<file path="src/rtl/issue_scoreboard.sv">
// Issue scheduler: per-register busy tracking, RAW/WAW/unit-ready stall, and a
// drain sequence that blocks issue until every in-flight write has retired.
module issue_scoreboard #(
  parameter int unsigned NREG  = 64,
  parameter int unsigned NUNIT = 8,
  parameter int unsigned CNT_W = 32
) (
  input  logic                     clk,
  input  logic                     rst_n,
  input  logic                     dec_valid,
  input  logic [$clog2(NUNIT)-1:0] dec_unit,
  input  logic [$clog2(NREG)-1:0]  dec_rs1,
  input  logic [$clog2(NREG)-1:0]  dec_rs2,
  input  logic [$clog2(NREG)-1:0]  dec_rd,
  input  logic                     dec_rd_we,
  input  logic [NUNIT-1:0]         unit_ready,
  input  logic                     wb0_valid,
  input  logic [$clog2(NREG)-1:0]  wb0_rn,
  input  logic                     wb1_valid,
  input  logic [$clog2(NREG)-1:0]  wb1_rn,
  input  logic                     flush,
  input  logic                     drain_req,
  output logic                     allow_advance,
  output logic                     issue_valid,
  output logic [$clog2(NUNIT)-1:0] issue_unit,
  output logic                     drain_done,
  output logic [NREG-1:0]          busy_vec,
  output logic [CNT_W-1:0]         stall_cnt
);

  typedef enum logic [1:0] {RUN, DRAIN, DONE} state_e;

  state_e           state_q, state_d;
  logic [NREG-1:0]  busy_q, busy_d;
  logic [CNT_W-1:0] stall_q, stall_d;
  logic [NREG-1:0]  wb_clr;
  logic [NREG-1:0]  eff_busy;
  logic             raw, waw, go;

  // Writebacks release their register in the same cycle they retire.
  always_comb begin
    wb_clr = '0;
    if (wb0_valid) wb_clr[wb0_rn] = 1'b1;
    if (wb1_valid) wb_clr[wb1_rn] = 1'b1;
    eff_busy = busy_q & ~wb_clr;
  end

  always_comb begin
    raw = ((dec_rs1 != '0) && eff_busy[dec_rs1]) ||
          ((dec_rs2 != '0) && eff_busy[dec_rs2]);
    waw = dec_rd_we && (dec_rd != '0) && eff_busy[dec_rd];
    go  = dec_valid && (state_q == RUN) && !flush && !raw && !waw &&
          unit_ready[dec_unit];
  end

  // Next state: a new producer's set overrides a same-cycle clear.
  always_comb begin
    state_d = state_q;
    busy_d  = eff_busy;
    stall_d = stall_q;
    if (go && dec_rd_we && (dec_rd != '0)) busy_d[dec_rd] = 1'b1;
    if (dec_valid && !go && (stall_q != '1)) stall_d = stall_q + CNT_W'(1);
    case (state_q)
      RUN:     if (drain_req) state_d = DRAIN;
      DRAIN:   if (eff_busy == '0) state_d = DONE;
      DONE:    state_d = RUN;
      default: state_d = RUN;
    endcase
  end

  always_ff @(posedge clk or negedge rst_n) begin
    if (!rst_n) begin
      state_q <= RUN;
      busy_q  <= '0;
      stall_q <= '0;
    end else begin
      state_q <= state_d;
      busy_q  <= busy_d;
      stall_q <= stall_d;
    end
  end

  assign allow_advance = go;
  assign issue_valid   = go;
  assign issue_unit    = dec_unit;
  assign drain_done    = (state_q == DONE);
  assign busy_vec      = busy_q;
  assign stall_cnt     = stall_q;

endmodule

</file>
<file path="config.mk">
export PLATFORM = sky130hd
export DESIGN_NAME = issue_scoreboard
export DESIGN_NICKNAME = d
export VERILOG_FILES = /design/src/rtl/issue_scoreboard.sv
export SDC_FILE = /design/constraint.sdc
export NUM_CORES = 1
export LEC_CHECK = 0
export ABC_AREA = 1
export CAP_MARGIN = 20
export CORE_UTILIZATION = 49
export DETAILED_ROUTE_END_ITERATION = 7
export PLACE_DENSITY_LB_ADDON = 0.12
export RECOVER_POWER = 50
export SYNTH_ARGS = -nofsm -noshare
export SYNTH_HDL_FRONTEND = slang
export SYNTH_SLANG_ARGS = --single-unit
</file>
<file path="constraint.sdc">
create_clock -name clk -period 3.3 [get_ports clk]
set_clock_uncertainty 0.1 [all_clocks]
set_input_delay 0.66 -clock clk [delete_from_list [all_inputs] [get_ports clk]]
set_output_delay 0.66 -clock clk [all_outputs]
set_load 0.01 [all_outputs]
</file>
==> load_flow_metrics.sql <==
INSERT INTO impl_metrics (metric_group, metric, value, unit) VALUES
('clocking', 'htreeDepth', '3', ''),
('floorplan', 'std_cell_rows', '47', ''),
('outcome', 'status', 'finished with violations', ''),
('placed_design', 'placed_area', '12000', 'sq um'),
('yosys', 'synth_largest_type_area_fraction', '29.5', '%'),
('clocking', 'clock_buffers_created_by_tritoncts', '9', ''),
('layout', 'syn_to_final_growth', '62.5', '%'),
('clocking', 'cts.root.buffer_cell', 'clkbuf_16', ''),
('detailed_routing', 'route.vias.total', '12400', ''),
('yosys', 'postSynthNetCount', '1435', ''),
('placed_design', 'place_hpwl', '29600', 'microns'),
('worst_setup_path', 'cp_data_required_time', '2.54', 'ns'),
('outcome', 'violations', 'DRC, capacitance limit, slew limit, setup timing', ''),
('floorplan', 'start_util', '50.2', '%'),
('yosys', 'ys_top_cells_by_area', 'dfrtp_1 29%, nand2_1 24%, nand3_1 11%, inv_1 6.4%, nor2_1 6.2%', ''),
('power', 'finalPower', '0.00350', 'W'),
('global_routing', 'groute.usage.overall', '46.1', '%'),
('clocking', 'clkLatencyLatePin', '0.37', 'ns'),
('worst_setup_path', 'crit-reg2reg-capture', 'stall_cnt[13]', ''),
('layout', 'utilization', '81.5', '%'),
('layout', 'filler_cell_count', '1121', ''),
('worst_setup_path', 'r2r_setup_slack', '0.44', 'ns'),
('yosys', 'main_combinational_cell_family_by_area_after_synthesis', 'simple AND/OR/NAND/NOR gates', ''),
('detailed_routing', 'drt_drc_violations_left', '30', ''),
('sta', 'timing.final.ws_setup', '-0.156', 'ns'),
('yosys', 'post_synth_instance_area', '8320', 'sq um'),
('yosys', 'xor_xnor_fraction_of_synth_area', '3.16', '%'),
('sta', 'worst_pin_slew', '2.20', 'ns'),
('sta', 'period_minus_slack', '3.46', 'ns'),
('layout', 'finish.net_count', '1822', ''),
('global_routing', 'grt_pass1_vias', '11300', ''),
('worst_setup_path', 'timing.critical_path.max_delay_family', 'simple AND/OR/NAND/NOR gates', ''),
('yosys', 'yosys.cell_types.count', '32', ''),
('layout', 'most-common-layout-cells', '478 x nand2_1, 222 x buf_4, 122 x nand3_1', ''),
('power', 'p_per_area', '259', 'nW/um^2'),
('placed_design', 'finalWeightedCongestion', '1.07', ''),
('worst_setup_path', 'path_class', 'in -> out', ''),
('placed_design', 'place_ws', '-1.02', 'ns'),
('yosys', 'synth_compound_area_share', '8.06', '%'),
('sta', 'report.final.slew_viol_count', '39', ''),
('worst_setup_path', 'startpoint_type', 'input port', ''),
('worst_setup_path', 'crit_path_max_delay_cell_type', 'nor2_1', ''),
('clocking', 'cts_hold_buf', '0', ''),
('detailed_routing', 'finalWirelength', '44300', 'microns'),
('worst_setup_path', 'r2r_start', 'stall_cnt[1]', ''),
('floorplan', 'die-width', '132', 'microns'),
('clocking', 'tritoncts', 'done', ''),
('global_routing', 'grt_start_max_net_pins', '40', ''),
('detailed_routing', 'drtAntennaViolNets', '0', ''),
('worst_setup_path', 'timing.critical_path.to_type', 'primary output', ''),
('global_routing', 'grt_antenna_before_repair', '2', ''),
('layout', 'most_frequent_standard_cell_in_the_layout_excluding_fill_and_tap_cells', 'nand2_1', ''),
('sta', 'timing.max_slew.rel_slack', '-46.8', '%'),
('job', 'maxCapViolCount', '1', ''),
('worst_hold_path', 'worstHoldEndpoint', 'stall_cnt[0]', ''),
('worst_setup_path', 'worstPathCellList', 'buf_4, inv_4, nand3_2, nor2_4, buf_12, buf_4, nand2_1, nand3_2, buf_4, nand2_1, nand2_1, nor2_1, nand2_1, nand2_2, nand2_1, nor2_1, nand3_1, nand2_1, inv_2, nand3_4, inv_2, buf_6', ''),
('sta', 'finalSetupViolations', '2', ''),
('floorplan', 'io_pins', '151', ''),
('worst_hold_path', 'min-delay-start', 'stall_cnt[0]', ''),
('floorplan', 'design.core.area', '16600', 'sq um'),
('power', 'vdd_drop_max', '0.387', 'mV'),
('worst_hold_path', 'hold_class', 'reg -> reg', ''),
('worst_setup_path', 'data_arrival_time_of_the_worst_path', '2.70', 'ns'),
('detailed_routing', 'wl_on_met1', '14800', 'microns'),
('floorplan', 'die_h', '132', 'microns'),
('sta', 'hold_violations', '0', ''),
('worst_hold_path', 'holdPathStages', '2', ''),
('placed_design', 'port-buffer-count', '150', ''),
('detailed_routing', 'detailroute.wirelength.met3', '6530', 'microns'),
('yosys', 'yosys.area_share.simple', '49.7', '%'),
('worst_setup_path', 'ff2ff_path_depth', '16', '');
[synth_stat cells]
cell       count
nand2_2        1
o2111ai_1      1
nand4_1       39
dfrtp_1       98
clkinv_1       1
ha_1           1
nand3_1      190
o21ai_1        2
buf_1          5
xnor2_1        8
nor2_2         4
nor2_1       138
nor3_4         1
nor3_1        21
clkbuf_1      16
o211ai_1       3
o21bai_1      63
nor3_2        10
nor4_1        18
nand3_4        1
a21boi_0       1
buf_2         21
inv_2          3
a21oi_1       15
a2111oi_0      1
inv_1        143
xor2_1        22
nor3b_1        1
nand2_1      536
buf_4          7
nand4_4        1
o21ai_0       13
[layer usage]
layer / global-route usage (%) / vias to the layer above
li1: - / 5235
met1: 55.0 / 5580
met2: 72.0 / 1114
met3: 13.1 / 450
met4: 31.9 / 2
met5: 0 / -
[state kept, by name (all words and copies together), names as in the netlist]
register	flops
state_q	2
busy_vec	64
stall_cnt	32
[where the power goes]
part           internal [W]  leakage [nW]  switching [W]  total, W
sequential          0.00125          1.36      0.0000687   0.00131
clock              0.000525         0.138       0.000560   0.00109
combinational      0.000468          5.23       0.000633   0.00110
total               0.00224          6.72        0.00126   0.00350
[kinds of logic (layout without fill, tap and decap cells)]
logic type	Yosys count	after routing
compound gates	99	99
xor+xnor	30	30
fa+ha+maj	1	1
buf+inv	196	588
flops	98	98
other cells	0	2
simple gates	961	961
[through the flow]
stage	hold WS, ns	std cells
after floorplan	0.264	1385
after global placement	0.383	1947
after detailed placement	0.418	1947
after CTS	0.185	1980
after global routing	0.460	1999
final	0.436	1999
[cell type report]
class	count	area, sq um	area share (%)
antenna	2	5.00	0.0370
clock buffer	9	225	1.67
clock inverter	7	58.8	0.435
inverter	147	584	4.32
multi-input combinational	1091	5950	44.0
sequential	98	2450	18.1
tap	220	275	2.04
timing repair buffer	425	3970	29.4
[worst min-delay path: stages (launching register included)]
cell and delay (ns):
dfrtp_1 0.39, nand2_1 0.07, nand2_1 0.05
[repair_timing]
| item | CTS | global route |
|---|---|---|
| endpoints found under the setup margin | 35 | 3 |
| cloned | 1 | 0 |
| pin swaps | 24 | 76 |
| setup buffers | 20 | 19 |
| resized for setup | 188 | 188 |
[worst max-delay path by stage]
stage               startpoint            end  slack (ns)  cells after the start
floorplan            wb0_rn[0]    issue_valid       0.006                     20
global placement     wb0_rn[1]  allow_advance       -1.01                     18
detailed placement   wb0_rn[1]  allow_advance       -1.02                     18
CTS                  wb0_rn[4]  allow_advance       0.004                     21
global route         dec_rd[5]  allow_advance       -0.20                     14
finish               wb0_rn[0]  allow_advance       -0.16                     22
Power figures use the tool's default switching activity.
